## config.mk

```make
export PLATFORM = sky130hd
export DESIGN_NAME = pipe_stage_ctrl_flat
export DESIGN_NICKNAME = d
export VERILOG_FILES = /design/src/rtl/pipe_stage_ctrl_if.sv /design/src/rtl/pipe_stage_ctrl.sv /design/src/flat_wrapper.sv
export SDC_FILE = /design/constraint.sdc
export NUM_CORES = 1
export LEC_CHECK = 0
export ABC_AREA = 1
export CAP_MARGIN = 20
export CELL_PAD_IN_SITES_DETAIL_PLACEMENT = 0
export CELL_PAD_IN_SITES_GLOBAL_PLACEMENT = 1
export CORE_ASPECT_RATIO = 0.6
export CORE_MARGIN = 5
export CORE_UTILIZATION = 24
export DETAILED_ROUTE_END_ITERATION = 7
export GPL_ROUTABILITY_DRIVEN = 0
export GPL_TIMING_DRIVEN = 0
export PLACE_DENSITY_LB_ADDON = 0.1
export SKIP_LAST_GASP = 1
export SLEW_MARGIN = 25
export SYNTH_ARGS = -nofsm -noshare
export SYNTH_HDL_FRONTEND = slang
export SYNTH_SLANG_ARGS = --single-unit
```

## constraint.sdc

```tcl
create_clock -name clk -period 1.4 [get_ports clk]
set_clock_uncertainty 0.05 [all_clocks]
set_input_delay 0.14 -clock clk [delete_from_list [all_inputs] [get_ports clk]]
set_output_delay 0.14 -clock clk [all_outputs]
set_load 0.02 [all_outputs]
```

## src/rtl/pipe_stage_ctrl_if.sv

```systemverilog
// Handshake and per-stage control bundle between a pipeline sequencer and its environment.
// The master drives requests; the slave (the controller) drives strobes and status.
interface pipe_stage_ctrl_if #(
  parameter int STAGES = 5
);
  logic              in_valid;
  logic              in_ready;
  logic [STAGES-1:0] stall_req;
  logic [STAGES-1:0] flush_req;
  logic              drain;
  logic [STAGES-1:0] en;
  logic [STAGES-1:0] clr;
  logic [STAGES-1:0] valid;
  logic              out_fire;
  logic              drained;

  modport master (
    output in_valid, stall_req, flush_req, drain,
    input  in_ready, en, clr, valid, out_fire, drained
  );

  modport slave (
    input  in_valid, stall_req, flush_req, drain,
    output in_ready, en, clr, valid, out_fire, drained
  );
endinterface

```

## src/rtl/pipe_stage_ctrl.sv

```systemverilog
// Turns per-stage stall/flush requests into enable/clear strobes for a linear pipeline,
// tracks per-stage occupancy and sequences a drain (RUN -> DRAIN -> DONE).
module pipe_stage_ctrl #(
  parameter int STAGES = 5
) (
  input  logic                  clk,
  input  logic                  reset,
  pipe_stage_ctrl_if.slave      bus
);

  localparam int LAST = STAGES - 1;

  typedef enum logic [1:0] {
    ST_RUN   = 2'd0,
    ST_DRAIN = 2'd1,
    ST_DONE  = 2'd2
  } state_e;

  state_e            state_q, state_d;
  logic [STAGES-1:0] valid_q, valid_d;
  logic              drained_q, drained_d;
  logic [STAGES-1:0] en_s, clr_s;
  logic              stall_acc_s, flush_acc_s;
  logic              in_ready_s, out_fire_s;

  // Stage strobes: a stall freezes itself and everything upstream; a flush clears itself and upstream.
  always_comb begin
    en_s        = '0;
    clr_s       = '1;
    stall_acc_s = 1'b0;
    flush_acc_s = 1'b0;
    if (reset) begin
      en_s  = '0;
      clr_s = '1;
    end else begin
      for (int i = LAST; i >= 0; i--) begin
        stall_acc_s = stall_acc_s | bus.stall_req[i];
        flush_acc_s = flush_acc_s | bus.flush_req[i];
        en_s[i]     = ~stall_acc_s;
        clr_s[i]    = flush_acc_s;
      end
      // The first enabled stage below a frozen one must load a bubble, not a duplicate.
      for (int i = 1; i < STAGES; i++) begin
        clr_s[i] = clr_s[i] | (en_s[i] & ~en_s[i-1]);
      end
    end
  end

  // Handshake outputs derived from strobes and FSM state.
  always_comb begin
    in_ready_s = en_s[0] & ~clr_s[0] & (state_q == ST_RUN) & ~reset;
    out_fire_s = valid_q[LAST] & ~bus.stall_req[LAST] & ~clr_s[LAST];
  end

  // Occupancy next-state: clear beats load, load beats hold.
  always_comb begin
    valid_d = valid_q;
    if (clr_s[0]) begin
      valid_d[0] = 1'b0;
    end else if (en_s[0]) begin
      valid_d[0] = bus.in_valid & in_ready_s;
    end else begin
      valid_d[0] = valid_q[0];
    end
    for (int i = 1; i < STAGES; i++) begin
      if (clr_s[i]) begin
        valid_d[i] = 1'b0;
      end else if (en_s[i]) begin
        valid_d[i] = valid_q[i-1];
      end else begin
        valid_d[i] = valid_q[i];
      end
    end
  end

  // FSM next state; dropping drain always wins over completion.
  always_comb begin
    state_d = state_q;
    case (state_q)
      ST_RUN: begin
        if (bus.drain) state_d = ST_DRAIN;
        else           state_d = ST_RUN;
      end
      ST_DRAIN: begin
        if (!bus.drain)         state_d = ST_RUN;
        else if (valid_d == '0) state_d = ST_DONE;
        else                    state_d = ST_DRAIN;
      end
      ST_DONE: begin
        if (bus.drain) state_d = ST_DONE;
        else           state_d = ST_RUN;
      end
      default: state_d = ST_RUN;
    endcase
    drained_d = (state_d == ST_DONE);
  end

  // State, occupancy and drained flag registers.
  always_ff @(posedge clk) begin
    if (reset) begin
      state_q   <= ST_RUN;
      valid_q   <= '0;
      drained_q <= 1'b0;
    end else begin
      state_q   <= state_d;
      valid_q   <= valid_d;
      drained_q <= drained_d;
    end
  end

  assign bus.en       = en_s;
  assign bus.clr      = clr_s;
  assign bus.in_ready = in_ready_s;
  assign bus.out_fire = out_fire_s;
  assign bus.valid    = valid_q;
  assign bus.drained  = drained_q;

endmodule

```

## src/flat_wrapper.sv

```systemverilog
// flat-port wrapper written by rule: the top's interface ports become plain ports
module pipe_stage_ctrl_flat 
#(
  parameter int STAGES = 5
)
  (clk, reset, bus_in_valid, bus_stall_req, bus_flush_req, bus_drain, bus_in_ready, bus_en, bus_clr, bus_valid, bus_out_fire, bus_drained);
  pipe_stage_ctrl_if #(.STAGES(STAGES)) bus_i ();
  input  logic clk;
  input  logic reset;
  input wire logic [$bits(bus_i.in_valid)-1:0] bus_in_valid;
  input wire logic [$bits(bus_i.stall_req)-1:0] bus_stall_req;
  input wire logic [$bits(bus_i.flush_req)-1:0] bus_flush_req;
  input wire logic [$bits(bus_i.drain)-1:0] bus_drain;
  output wire logic [$bits(bus_i.in_ready)-1:0] bus_in_ready;
  output wire logic [$bits(bus_i.en)-1:0] bus_en;
  output wire logic [$bits(bus_i.clr)-1:0] bus_clr;
  output wire logic [$bits(bus_i.valid)-1:0] bus_valid;
  output wire logic [$bits(bus_i.out_fire)-1:0] bus_out_fire;
  output wire logic [$bits(bus_i.drained)-1:0] bus_drained;
  assign bus_i.in_valid = bus_in_valid;
  assign bus_i.stall_req = bus_stall_req;
  assign bus_i.flush_req = bus_flush_req;
  assign bus_i.drain = bus_drain;
  assign bus_in_ready = bus_i.in_ready;
  assign bus_en = bus_i.en;
  assign bus_clr = bus_i.clr;
  assign bus_valid = bus_i.valid;
  assign bus_out_fire = bus_i.out_fire;
  assign bus_drained = bus_i.drained;
  pipe_stage_ctrl #(.STAGES(STAGES)) u_core (.clk(clk), .reset(reset), .bus(bus_i));
endmodule
```

==> results.toml, run 1 <==
[run_status]
outcome = "complete, no violations"

[critical_path]
crit_family = "buffers and inverters"
cpMostUsedCell = "inv_2"
worstReg2RegStart = "u_core.bus.valid[4]$_SDFF_PP0_"
rrSetupSlack_ps = 240
crit_fanout = 4
cp_data_arrival_time_ps = 1150
crit_path_top_delay_cell = "dlygate4sd2_1"
slowest_delay_ps = 280
setup.worst_path.start = "bus_stall_req[3]"
crit_buf_inv = 4
crit_chain = "dlygate4sd2_1 > inv_2 > nand4_4 > nor2_4 > inv_2 > nor4_2 > buf_4"
reg2reg_depth = 8
critical_path_class = "in -> out"
required_ps = 1210
start_kind = "primary input"
worst_r2r_endpoint = "u_core.state_q[0]$_SDFF_PP0_"
endpoint_kind = "output port"

[drt]
drc_errors = 0
viasPerCell = 4.110
drt_wl_total_mm = 1.697
vias = 674
detail-route-antenna-nets = 0
first_iter_violations = 26
dr.pass1.iters = 4
routedWlPerCell_um = 10.35

[clock_network]
clk_latency_ps = 230
clock_path_buffers = 2
cts_buffers = 3
h-tree-depth = 1
tritoncts = "yes"
clkSinkCount = 8
path_clk_slew_ps = 40
cts_root_buf = "clkbuf_8"

[synthesis]
synth-edff-count = 0
synth_seq_cells = 8
synth_cells = 88
synth.avg_cell_area_sq_um = 6.483
synth-seq-area-share = 0.2807
synth_warnings = 0
post_synth_num_cell_types = 19
syn-num-nets = 102
ys_async_sr_fraction = 0
ys.flop_type = "dfxtp_1"
syn-cell-area_sq_um = 570.5

[cells_and_area]
final_cell_mix = "17 x nand2_1, 16 x inv_1, 14 x buf_4"
fin_nets = 150
final_common_cell = "nand2_1"
instances_no_fill = 164
final_area_sq_um = 1069
antennaDiodeCount = 0
area_delta_synth_final_pct = 87.28
post-route-util = 0.4830
drive_above_1_share = 0.4254

[timing]
rsz0062_at_grt = "true"
finalCritPeriodShare = 0.9556
max_slew_margin = 0.8483
fin_crit_ps = 1338
finalSetupViolations = 0
fmax_ghz = 0.7475
hold_viol_final = 0
slew_viol_final = 0
worstMarginPinSlew_ps = 227.2

[hold_path]
min-delay-start = "reset"
min_path_cells = 4
hold_path.class = "in -> reg"
min_to = "u_core.state_q[0]$_SDFF_PP0_"

[power]
internal_power_mw = 0.4929
pwr-share-seq = 0.355
p_per_area_nw_per_um2 = 624.8
leakage_nw = 0.6095
comb_power_share = 0.228
power.share.clock = 0.417
netSwitchingFraction = 0.2616
p_switching_mw = 0.1747
vdd_drop_max_v = 0.0002241

[run]
max_cap_viol_count = 0

[placed_design]
dp_hpwl_mm = 1.350
dp_cells = 149
io_buffers = 31
post_dp_cell_area_sq_um = 924.6

[floorplanning]
core-area_sq_um = 2212
die_x_um = 72.95
rows = 13
start_util = 0.2579
boundaryPins = 32
die_area_sq_um = 3484
die_y_um = 47.77

[global_routing]
track_usage = 0.1074
antenna_found_initial = 0
grt_overflow = 0
grt_pass1_wl_mm = 2.725
grt_max_degree = 6
grt_pass1_vias = 621
==> worst max path at each step <==
| stage | endpoint | depth (start not counted) |
|---|---|---|
| 2_1_floorplan | bus_in_ready | 5 |
| 3_3_place_gp | bus_in_ready | 7 |
| 3_5_place_dp | bus_in_ready | 7 |
| 4_1_cts | bus_in_ready | 7 |
| 5_1_grt | bus_in_ready | 7 |
| 6_report | bus_in_ready | 7 |
==> through the flow <==
step                      worst slack [ps]  power [mW]  setup TNS (ps)  hold slack (ps)
after global routing                -25.66      0.6976          -25.66            276.8
final                                62.13      0.6676               0            243.6
after floorplan                      30.08      0.3030               0            230.1
after global placement              -892.7      0.3748           -8466            457.1
after CTS                           -149.7      0.6721          -216.3            345.8
after detailed placement            -874.4      0.3757           -8560            457.2
==> cells in the mapped netlist (2+ instances only) <==
master	count	area [sq um]
a21oi_1	3	15.01
dfxtp_1	8	160.2
inv_1	23	86.33
nand2_1	17	63.81
nand2_2	3	18.77
nand3_1	4	20.02
nand3_2	3	30.03
nand4_1	2	12.51
nor2_1	9	33.78
nor2_2	4	25.02
nor2_4	3	33.78
or2_2	2	12.51
==> timing repair <==
item | in CTS | in global routing
setup endpoints to repair | 17 | 11
buffers inserted | 8 | 4
gates resized for setup | 64 | 16
pin swaps | 9 | 8
hold buffers | 0 | 0
==> final cells by class <==
cell class / instances / area, sq um
clock buffer: 3 / 41.29
timing repair buffer: 43 / 375.4
multi-input combinational: 56 / 364.1
fill: 247 / 1144
sequential: 8 / 160.2
tap: 30 / 37.54
inverter: 24 / 90.09
==> flip-flops by register name, summed over array words and instances (netlist names) <==
signal / cells
u_core.state_q: 2
u_core.bus.valid: 5
u_core.bus.drained: 1
==> power by group through the flow <==
stage	clock [mW]	sequential, mW	combinational, mW
final	0.278	0.237	0.152
after global routing	0.294	0.238	0.166
after CTS	0.286	0.237	0.150
after detailed placement	0	0.241	0.135
after global placement	0	0.241	0.134
after floorplan	0	0.242	0.0615
==> routing by layer <==
| metal | GRT usage | vias to the layer above | wire length (um) |
|---|---|---|---|
| met2 | 0.1685 | 21 | 685 |
| met3 | 0.03774 | 2 | 106 |
| met1 | 0.1335 | 296 | 886 |
| met4 | 0.05515 | 0 | 19 |
| li1 | - | 355 | - |
| met5 | 0 | - | 0 |
==> cells by family (layout without fill, tap and decap cells) <==
group | Yosys count | count (layout) | share of synthesized area
AND/OR/NAND/NOR | 51 | 51 | 0.5066
buffers and inverters | 24 | 70 | 0.1579
flip-flops | 8 | 8 | 0.2807
AO/OA/AOI/OAI | 5 | 5 | 0.05481
==> worst register-to-register path, stage by stage (launching register included) <==
cell	delay, ps
dfxtp_1	320
o21ai_0	100
nand2_1	100
a21boi_2	140
nand3_2	80
nor2_2	100
nand2_2	70
nand2_1	70
nor2_2	30
No activity file was read; power rests on OpenSTA's default activity.
==> inputs of run 2 (changes only) <==
- HOLD_SLACK_MARGIN: default -> 0.15
==> results of run 2 <==
No change in the layout: final DEF, timing and power equal those of run 1.
==> inputs of run 3 (changes only) <==
- CORE_MARGIN: 5 -> 3
- CTS_CLUSTER_DIAMETER: default -> 30
==> run 3 against run 2 <==
Compared with the run above: clock-buffer cell count unchanged; clock power about the same; die area decreased by 13%; sequential power about the same; core utilization increased by 3.2 points; register-to-register slack about the same.
==> results.toml, run 3 (synthesized netlist as in run 1, its figures left out) <==
[critical_path]
slowest_delay_ps = 460
rrSetupSlack_ps = 250
cp_data_arrival_time_ps = 1140
crit_chain = "clkdlybuf4s50_1 > nor2_4 > inv_2 > nor4_2 > buf_4"
crit_path_top_delay_cell = "clkdlybuf4s50_1"
critical_path_class = "in -> out"
crit_fanout = 3
required_ps = 1210
start_kind = "primary input"
crit_family = "buffers and inverters"
crit_buf_inv = 3
endpoint_kind = "output port"

[timing]
rsz0062_at_grt = "true"
finalCritPeriodShare = 0.9533
fin_crit_ps = 1335
finalSetupViolations = 0
slew_viol_final = 0
max_slew_margin = 0.8461
setup_tns_ps = 0
worstMarginPinSlew_ps = 230.5
fmax_ghz = 0.7492
hold_viol_final = 0

[clock_network]
tritoncts = "yes"
path_clk_slew_ps = 40
clkSinkCount = 8
cts_root_buf = "clkbuf_8"
clk_latency_ps = 230
cts_hold_buffers = 0
h-tree-depth = 1
clock_path_buffers = 2
cts_buffers = 3

[power]
p_per_area_nw_per_um2 = 630.4
power.total_mw = 0.6626
vdd_drop_max_v = 0.0004529
leakage_nw = 0.6371

[hold_path]
hold_path.class = "in -> reg"

[drt]
routedWlPerCell_um = 10.58
wl_met3_um = 158
drc_errors = 0
vias = 634
wl_met2_um = 605
viasPerCell = 3.987
detail-route-antenna-nets = 0
dr.pass1.iters = 7
wirelength_met1_um = 901
drt_wl_total_mm = 1.683
routed.top_layer = "met4"
first_iter_violations = 14

[cells_and_area]
post-route-util = 0.5147
area_delta_synth_final_pct = 84.21
fin_nets = 147
largest_reg_flops = 5
antennaDiodeCount = 0
instances_no_fill = 159
final_common_cell = "inv_1"
drive_above_1_share = 0.4122
final_area_sq_um = 1051
final_cell_mix = "16 x inv_1, 15 x nand2_1, 11 x dlymetal6s2s_1"

[global_routing]
grt_pass1_wl_mm = 2.670
track_usage = 0.1196
grt_overflow = 0
antenna_found_initial = 0
grt_max_degree = 6
grt_pass1_vias = 565

[floorplanning]
die_y_um = 43.77
boundaryPins = 32
core-area_sq_um = 2042
die_x_um = 68.95
die_area_sq_um = 3017
start_util = 0.2794
rows = 12

[placed_design]
dp_hpwl_mm = 1.353
dp_cells = 147
post_dp_cell_area_sq_um = 922.1
io_buffers = 31

[run]
max_cap_viol_count = 0

[run_status]
outcome = "complete, no violations"
run 3: cell count changes in the layout (fill, tap and decap cells not counted), sizes merged:
cell / change
buf: -7
clkbuf: +3
clkdlybuf4s15: +1
dlygate4sd2: -3
dlymetal6s2s: +3
run 3: power breakdown:
| part | total [mW] | internal (mW) | switching (mW) |
|---|---|---|---|
| combinational | 0.145 | 0.0679 | 0.0771 |
| clock | 0.280 | 0.187 | 0.0939 |
| sequential | 0.237 | 0.233 | 0.00411 |
| total | 0.663 | 0.487 | 0.175 |
run 3: timing repair:
| action | CTS | global route |
|---|---|---|
| pin swaps | 7 | 13 |
| gates resized for setup | 49 | 24 |
| buffers inserted | 5 | 5 |
| endpoints found under the setup margin | 15 | 17 |
run 3: layer usage:
| layer | vias up | GRT usage |
|---|---|---|
| met2 | 21 | 0.1458 |
| li1 | 350 | - |
| met5 | - | 0 |
| met4 | 0 | 0.04651 |
| met3 | 2 | 0.03368 |
| met1 | 261 | 0.1873 |
run 3: through the flow:
step                      hold slack, ps  setup WS [ps]
after floorplan                    230.1          30.08
after global placement             454.3         -883.1
after detailed placement           459.3         -889.7
after CTS                          440.6         -146.2
after global routing               269.1         -16.32
final                              232.0          65.32
run 3: worst register-to-register path, stage by stage (launching register included):
cell      delay, ps
dfxtp_1         310
o21ai_0         100
nand2_1         100
a21boi_2        140
nand3_2          80
nor2_2           90
nand2_2          80
nand2_2          60
nor2_2           30
run 3: cell type report:
class / instances / area (sq um)
well taps: 28 / 35.03
repair buffers: 40 / 366.6
flip-flops and latches: 8 / 160.2
inverters: 24 / 90.09
fillers: 215 / 991.0
clock buffers: 3 / 41.29
multi-input cells: 56 / 357.8
run 3: final timing paths:
check,startpoint,to,cells past startpoint
max,bus_stall_req[0],bus_in_ready,5
max reg2reg,u_core.bus.valid[4]$_SDFF_PP0_,u_core.state_q[0]$_SDFF_PP0_,8
min reg2reg,u_core.bus.valid[3]$_SDFF_PP0_,u_core.bus.valid[4]$_SDFF_PP0_,2
min,reset,u_core.state_q[0]$_SDFF_PP0_,4
